$ cat config.mk
export PLATFORM = sky130hd
export DESIGN_NAME = fetch_sequencer
export DESIGN_NICKNAME = d
export VERILOG_FILES = /design/src/rtl/fetch_sequencer.sv
export SDC_FILE = /design/constraint.sdc
export NUM_CORES = 1
export LEC_CHECK = 0
export ABC_AREA = 0
export BUFFER_PORTS_ARGS = -buffer_cell sky130_fd_sc_hd__buf_2
export CORE_ASPECT_RATIO = 0.9
export CORE_MARGIN = 2
export CORE_UTILIZATION = 40
export DETAILED_ROUTE_END_ITERATION = 16
export GPL_TIMING_DRIVEN = 1
export PLACE_DENSITY = 0.69
export SYNTH_ARGS = -nofsm -noshare
export SYNTH_HDL_FRONTEND = slang
export SYNTH_SLANG_ARGS = --single-unit
$ cat constraint.sdc
create_clock -name clk -period 2.1 [get_ports clk]
set_input_delay 0.315 -clock clk [delete_from_list [all_inputs] [get_ports clk]]
set_output_delay 0.315 -clock clk [all_outputs]
set_load 0.02 [all_outputs]
$ cat src/rtl/fetch_sequencer.sv
// Instruction-fetch controller: owns the PC, drives a combinational word-addressed
// imem, and registers instructions into a valid/ready stage with J/JAL folding.
module fetch_sequencer #(
  parameter logic [31:0] RESET_PC   = 32'd160,
  parameter int          IMEM_WORDS = 250,
  parameter int          CNT_W      = 16
) (
  input  logic             clk,
  input  logic             rst_n,
  output logic [31:0]      imem_addr,
  input  logic [31:0]      imem_instr,
  input  logic             redirect_valid,
  input  logic [31:0]      redirect_target,
  output logic             if_valid,
  input  logic             if_ready,
  output logic [31:0]      if_instr,
  output logic [31:0]      if_pc,
  output logic             link_valid,
  output logic [31:0]      link_addr,
  output logic             fault,
  output logic [CNT_W-1:0] fetch_count
);

  localparam logic [31:0] PC_LIMIT = 32'(IMEM_WORDS * 4);

  typedef enum logic {RUN, HALT} state_t;

  state_t           r_state, w_state_nxt;
  logic [31:0]      r_pc, r_if_instr, r_if_pc;
  logic             r_if_valid, r_fault;
  logic [CNT_W-1:0] r_count;

  logic        w_load, w_pc_bad, w_is_jump;
  logic [31:0] w_pc4, w_next_pc;
  logic        w_take, w_redir, w_flush, w_fault_set, w_deliver;

  assign w_load    = !r_if_valid || if_ready;
  assign w_pc_bad  = (r_pc >= PC_LIMIT) || (r_pc[1:0] != 2'b00);
  assign w_pc4     = r_pc + 32'd4;
  assign w_is_jump = (imem_instr[31:26] == 6'b000010) || (imem_instr[31:26] == 6'b000011);
  // J/JAL folded here so the target is presented on the very next cycle.
  assign w_next_pc = w_is_jump ? {w_pc4[31:28], imem_instr[25:0], 2'b00} : w_pc4;

  always_ff @(posedge clk or negedge rst_n) begin
    if (!rst_n) r_state <= RUN;
    else        r_state <= w_state_nxt;
  end

  always_comb begin
    w_state_nxt = r_state;
    w_take      = 1'b0;
    w_redir     = 1'b0;
    w_flush     = 1'b0;
    w_fault_set = 1'b0;
    w_deliver   = 1'b0;
    if (r_state == RUN) begin
      // A flushed instruction never counts as handed over, even with if_ready high.
      w_deliver = r_if_valid && if_ready && !redirect_valid;
      if (redirect_valid) begin
        w_flush = 1'b1;
        if (redirect_target[1:0] != 2'b00) begin
          w_fault_set = 1'b1;
          w_state_nxt = HALT;
        end else begin
          w_redir = 1'b1;
        end
      end else if (w_load) begin
        if (w_pc_bad) begin
          w_flush     = 1'b1;
          w_fault_set = 1'b1;
          w_state_nxt = HALT;
        end else begin
          w_take = 1'b1;
        end
      end
    end
  end

  always_ff @(posedge clk or negedge rst_n) begin
    if (!rst_n) begin
      r_pc       <= RESET_PC;
      r_if_valid <= 1'b0;
      r_if_instr <= '0;
      r_if_pc    <= '0;
      r_fault    <= 1'b0;
      r_count    <= '0;
    end else begin
      if (w_fault_set) r_fault    <= 1'b1;
      if (w_flush)     r_if_valid <= 1'b0;
      if (w_redir)     r_pc       <= redirect_target;
      if (w_take) begin
        r_if_instr <= imem_instr;
        r_if_pc    <= r_pc;
        r_if_valid <= 1'b1;
        r_pc       <= w_next_pc;
      end
      if (w_deliver && (r_count != {CNT_W{1'b1}})) r_count <= r_count + 1'b1;
    end
  end

  assign imem_addr   = r_pc;
  assign if_valid    = r_if_valid;
  assign if_instr    = r_if_instr;
  assign if_pc       = r_if_pc;
  assign fault       = r_fault;
  assign fetch_count = r_count;
  assign link_valid  = r_if_valid && (r_if_instr[31:26] == 6'b000011);
  assign link_addr   = r_if_valid ? (r_if_pc + 32'd4) : 32'd0;

endmodule

==> impl_metrics.tcl, run 1 <==
set metrics [dict create \
    grt_util_met3 0.0673 \
    dieArea_um2 15800 \
    core-area_um2 14600 \
    crit_fanout 8 \
    critPathKind "reg2out" \
    fin_crit_ps 2420 \
    syn-mean-instance-area_um2 11.6 \
    stdcell_area_um2 8780 \
    yosys_register_bits 115 \
    ioPinCount 215 \
    syn-cell-area_um2 5910 \
    hold_class "in2reg" \
    htreeDepth 4 \
    multi_input_area_um2 3040 \
    whs_ps 138 \
    netlist_top_cells_area "dfrtp_1 48%, mux2_4 8.1%, and2_1 5.2%" \
    r2r_end "if_instr[28]$_DFFE_PN0P_" \
    yosysTopAreaCell "dfrtp_1" \
    finalMaxSlewViolations 0 \
    register_area_um2 2890 \
    synth_top_area_frac 0.479 \
    maxCapViolations 0 \
    drtIter0Drc 169 \
    drive_gt1_frac 0.517 \
    clk_pin_slew_worst_paths_ps 50 \
    antenna_found_initial 1 \
    place_congestion 0.844 \
    p_leak_nw 4.88 \
    detail-route-antenna-nets 0 \
    fp-row-count 42 \
    violations "negative setup slack" \
    synth_nets 582 \
    grt_pass1_wl_mm 27.0 \
    grt_pass1_vias 5194 \
    critical_path_required_ps 1780 \
    start_util 0.406 \
    power_density_nw_per_um2 651 \
    ys_async_sr_fraction 1.00 \
    area_growth_pct 48.6 \
    nNetsFinal 867 \
    cts_tree "yes" \
    worstMarginPinSlew_ps 515 \
    route.detailed.drc 0 \
    clock-root-buffer "clkbuf_16" \
    grt-ovfl-total 0 \
    setup_ws_ps -322 \
    yosys_warnings 0 \
    clock_sinks 115 \
    io_buffers 214 \
    synth.distinct_cells 49 \
    cts-buffers-inserted 17 \
    drtPass1Iterations 6 \
    via_per_inst 5.05 \
    hold_depth 2 \
    n_fill_cell 1184 \
    cts_buffer_depth 2 \
    layout_worst_path_cycle_share 1.15 \
    wl_per_cell_um 17.0 \
    rsz0062_at_grt "true" \
    hpwlAfterDp_mm 12.6 \
    clk_latency_ps 410 \
    hold_viol_final 0 \
    synth_edf_count 0 \
    place_area_um2 7630 \
    slew_headroom 0.657 \
    ys_seq_area_frac 0.488 \
    grt_max_degree 48 \
    status "complete, but fails checks" \
    fin_worst_skew_ps 7.73 \
    die_y_um 119 \
    postSynthCellCount 510 \
    fp.dieW_um 132 \
    fmax_ghz 0.413 \
    reg2reg_slack_ps 70 \
    startpoint_type "flip-flop" \
    worstHoldStart "redirect_target[31]" \
    min_to "imem_addr[31]$_DFFE_PN0P_" \
    track_usage 0.218 \
    critPathCaptureType "output pin" \
    met1_usage 0.270 \
    worst_ep_arrival_time_ps 2110 \
    wirelength_mm 17.1 \
    worstRegToRegCells 8 \
    ir_drop_uv 494 \
    via_count 5093 \
    setup_viol 23 \
    r2r_start "imem_addr[2]$_DFFE_PN0P_" \
    met2_usage 0.363 \
    top_usage_layer "met2" \
    synthFlopType "dfrtp_1" \
]
[cell families after synthesis]
| group | synth area share |
|---|---|
| xor gates and xnor gates | 0.0652 |
| muxes | 0.136 |
| and+or+nand+nor | 0.201 |
| DFF | 0.488 |
| adders and majority gates | 0.00847 |
| buffers and inverters | 0.0377 |
| AOI/OAI and AO/OA | 0.0635 |
[worst max path at each step]
stage | from | to | slack (ps) | cells after the start
global route | if_pc[8]$_DFFE_PN0P_ | link_addr[19] | -420 | 7
CTS | if_pc[5]$_DFFE_PN0P_ | link_addr[24] | -330 | 7
global placement | imem_addr[2]$_DFFE_PN0P_ | if_instr[14]$_DFFE_PN0P_ | -50 | 8
floorplan | if_pc[4]$_DFFE_PN0P_ | link_addr[29] | -10 | 6
detailed placement | imem_addr[2]$_DFFE_PN0P_ | if_instr[12]$_DFFE_PN0P_ | -60 | 8
finish | if_pc[17]$_DFFE_PN0P_ | link_addr[31] | -320 | 6
[cell usage in the layout (no fill, tap or decap), types with 6 or more instances in the layout]
| master | instances |
|---|---|
| dfrtp_2 | 7 |
| a221o_1 | 6 |
| buf_4 | 62 |
| nand2_1 | 23 |
| a221o_2 | 8 |
| inv_1 | 9 |
| mux2i_1 | 20 |
| xor2_1 | 24 |
| dfrtp_1 | 106 |
| nor3_4 | 8 |
| xnor2_1 | 19 |
| and2_1 | 49 |
| nor4_1 | 11 |
| nor4_2 | 7 |
| nand4_1 | 11 |
| o21ai_0 | 21 |
| mux2_2 | 10 |
| nand3_1 | 23 |
| clkbuf_16 | 20 |
| nor2b_1 | 15 |
| buf_2 | 198 |
| buf_12 | 11 |
| nor2_1 | 12 |
| buf_6 | 12 |
| mux2_4 | 32 |
[layer usage]
| layer | vias up | wire [um] |
|---|---|---|
| li1 | 2417 | - |
| met1 | 2479 | 7480 |
| met2 | 185 | 8350 |
| met3 | 12 | 1170 |
| met4 | 0 | 134 |
| met5 | - | 0 |
[worst max-delay path: stages (launching register included)]
cell	delay [ps]
dfrtp_2	350
and4_1	260
nand4_4	230
nor3_4	240
nor3b_4	230
mux2i_2	220
buf_4	160
[power breakdown]
part	internal, mW	leakage [nW]	switching [mW]	total (mW)
clock network	2.19	0.320	0.980	3.17
registers	2.24	1.56	0.0123	2.25
logic	0.130	3.00	0.168	0.298
[per-stage QoR]
stage | power, mW | std cells | util | setup WS (ps) | setup TNS, ps
after detailed placement | 2.58 | 957 | 0.524 | -59.5 | -1490
after global placement | 2.57 | 957 | 0.524 | -49.0 | -1360
final | 5.72 | 1008 | 0.603 | -322 | -5630
after floorplan | 2.38 | 510 | - | -14.9 | -14.9
after CTS | 5.77 | 1000 | 0.591 | -333 | -5840
after global routing | 5.89 | 1006 | 0.603 | -425 | -8020
[what timing repair did]
action                                  4_1_cts  5_1_grt
resized for setup                            49       18
gates cloned                                  2        3
buffers inserted                              9        3
pin swaps                                    10       11
hold endpoints to repair                     37        0
endpoints found under the setup margin       56       42
hold buffers                                  1        0
[synthesized netlist by cell type (all sizes together), types with 13 or more instances]
cell type	n
dfrtp	113
and2	49
mux2	42
nand2	24
nand3	24
xor2	24
o21ai	22
mux2i	21
xnor2	20
nor4	18
nor2b	15
a221o	14
buf	14
nand4	13
nor2	13
nor3	13
[registers in the layout, indices dropped and copies added, names as in the netlist]
signal       flops
if_instr        32
if_pc           32
imem_addr       32
fetch_count     16
fault            1
if_valid         1
r_state          1
[area by class of cell]
class,count,share of cell area
multi-input cells,363,0.346
flip-flops and latches,115,0.329
repair buffers,288,0.218
clock buffers,22,0.0540
well taps,198,0.0282
clock inverters,10,0.0202
inverters,10,0.00428
diodes,2,0.000570
No activity file was read; power rests on OpenSTA's default activity.
==> run 2: changes to the inputs <==
--- a/config.mk
+++ b/config.mk
@@ -5,14 +5,12 @@
 export SDC_FILE = /design/constraint.sdc
 export NUM_CORES = 1
 export LEC_CHECK = 0
-export ABC_AREA = 0
 export BUFFER_PORTS_ARGS = -buffer_cell sky130_fd_sc_hd__buf_2
 export CORE_ASPECT_RATIO = 0.9
 export CORE_MARGIN = 2
-export CORE_UTILIZATION = 40
+export CORE_UTILIZATION = 35
 export DETAILED_ROUTE_END_ITERATION = 16
 export GPL_TIMING_DRIVEN = 1
-export PLACE_DENSITY = 0.69
 export SYNTH_ARGS = -nofsm -noshare
 export SYNTH_HDL_FRONTEND = slang
 export SYNTH_SLANG_ARGS = --single-unit
==> run 2 against run 1 <==
  * Total power decreased by 8.1%
  * Largest cell class unchanged
  * Maximum frequency decreased by 0.46%
  * Clock-buffer cell count fell by 4
  * Final area is 1.2% higher
  * Non-clock buffer count increased by 9
  * Register-to-register slack about the same
  * Largest power group unchanged
  * Core utilization down 7.2 points
  * Clock skew grew 0.85 ps
  * First-iteration DRC count grew 21%
  * Critical endpoint is now link_addr[30]
  * The flow finishes with violations (negative hold slack, negative setup slack)
  * Die area is 14% higher
  * Combinational power fell by 4%
==> impl_metrics.tcl, run 2 (synthesis results as in run 1) <==
set metrics [dict create \
    die_y_um 127 \
    slew_headroom 0.578 \
    finalMaxSlewViolations 0 \
    layout_common_cells "193 x buf_2, 106 x dfrtp_1, 63 x buf_4" \
    cts_hold_buffers 0 \
    clock_sinks 115 \
    setup_viol 23 \
    worstMarginPinSlew_ps 633 \
    stdcell_area_um2 8880 \
    hold_viol_final 6 \
    maxCapViolations 0 \
    critical_path_required_ps 1780 \
    hpwlAfterDp_mm 12.6 \
    status "complete, but fails checks" \
    total_power_mw 5.25 \
    clk_pin_slew_worst_paths_ps 50 \
    htreeDepth 4 \
    place_area_um2 7640 \
    crit_fanout 5 \
    cts_tree "yes" \
    fp-row-count 45 \
    wl_per_cell_um 17.0 \
    route.detailed.drc 0 \
    grt-ovfl-total 0 \
    antenna_cells 0 \
    dp_cells 969 \
    fin_worst_skew_ps 8.58 \
    via_count 5070 \
    utilization 0.531 \
    dieArea_um2 17900 \
    cts_buffer_depth 2 \
    p_leak_nw 4.96 \
    ir_drop_uv 449 \
    io_buffers 214 \
    fin_crit_ps 2430 \
    fmax_ghz 0.411 \
    clk_latency_ps 400 \
    power_density_nw_per_um2 591 \
    whs_ps -15.7 \
    start_util 0.353 \
    track_usage 0.193 \
    hold_class "in2async" \
    rsz0062_at_grt "true" \
    layout_worst_path_cycle_share 1.16 \
    drtIter0Drc 204 \
    via_per_inst 4.94 \
    place_congestion 0.829 \
    setup_ws_ps -333 \
    antenna_found_initial 1 \
    grt_max_degree 116 \
    nNetsFinal 875 \
    grt_pass1_vias 5031 \
    worstRegToRegCells 9 \
    drive_gt1_frac 0.529 \
    fin_cells 1026 \
    ioPinCount 215 \
    violations "negative hold slack, negative setup slack" \
    critPathCaptureType "output pin" \
    area_growth_pct 50.4 \
    fp.dieW_um 141 \
    worst_ep_arrival_time_ps 2120 \
    critPathKind "reg2out" \
    wirelength_mm 17.4 \
    cts-buffers-inserted 17 \
    detail-route-antenna-nets 0 \
    drtPass1Iterations 4 \
    clock-root-buffer "clkbuf_16" \
    grt_pass1_wl_mm 27.0 \
    final_common_cell "buf_2" \
    core-area_um2 16700 \
    startpoint_type "flip-flop" \
]
==> run 2: through the flow <==
stage | TNS (ps) | setup slack, ps
2_1_floorplan | -14.9 | -14.9
3_3_place_gp | -20.8 | -3.12
3_5_place_dp | -939 | -70.1
4_1_cts | -5590 | -338
5_1_grt | -7260 | -431
6_report | -4920 | -333
==> run 2: worst paths after layout <==
kind	start	to	slack [ps]
worst min register to register	fault$_DFFE_PN0P_	fault$_DFFE_PN0P_	470
worst max register to register	imem_addr[2]$_DFFE_PN0P_	if_instr[5]$_DFFE_PN0P_	60
worst max-delay path	if_pc[12]$_DFFE_PN0P_	link_addr[30]	-330
max in group asynchronous	rst_n	imem_addr[9]$_DFFE_PN0P_	1620
worst min-delay path	rst_n	if_instr[26]$_DFFE_PN0P_	-20
min in group clk	redirect_target[13]	imem_addr[13]$_DFFE_PN0P_	140
==> run 2: area by class of cell <==
class | count | area (um2)
clock buffer | 18 | 439
clock inverter | 13 | 118
fill | 1510 | 7840
inverter | 10 | 37.5
multi-input combinational | 362 | 3070
sequential | 115 | 2890
tap | 211 | 264
timing repair buffer | 297 | 2070
==> run 2: metal layers <==
metal	GRT usage	vias up	wire length (um)
li1	-	2413	-
met1	0.258	2471	7890
met2	0.310	171	8340
met3	0.0588	13	1030
met4	0.0441	2	154
met5	0	-	13
==> run 2: timing repair <==
| item | in CTS | in global routing |
|---|---|---|
| setup buffers | 12 | 10 |
| hold endpoints to repair | 0 | 0 |
| resized for setup | 58 | 32 |
| pin swaps | 10 | 17 |
| cloned | 2 | 2 |
| setup endpoints to repair | 56 | 54 |
==> run 2: critical path, stage by stage, from the launching register on <==
cell	delay (ps)
dfrtp_1	350
and4_4	280
nand4_4	170
buf_6	180
nor4_4	280
xnor2_1	170
and2_1	180
buf_6	120
==> run 2: report_power, final <==
part | internal [mW] | switching [mW]
registers | 2.24 | 0.0134
clock network | 1.74 | 0.976
logic | 0.122 | 0.164
total | 4.10 | 1.15
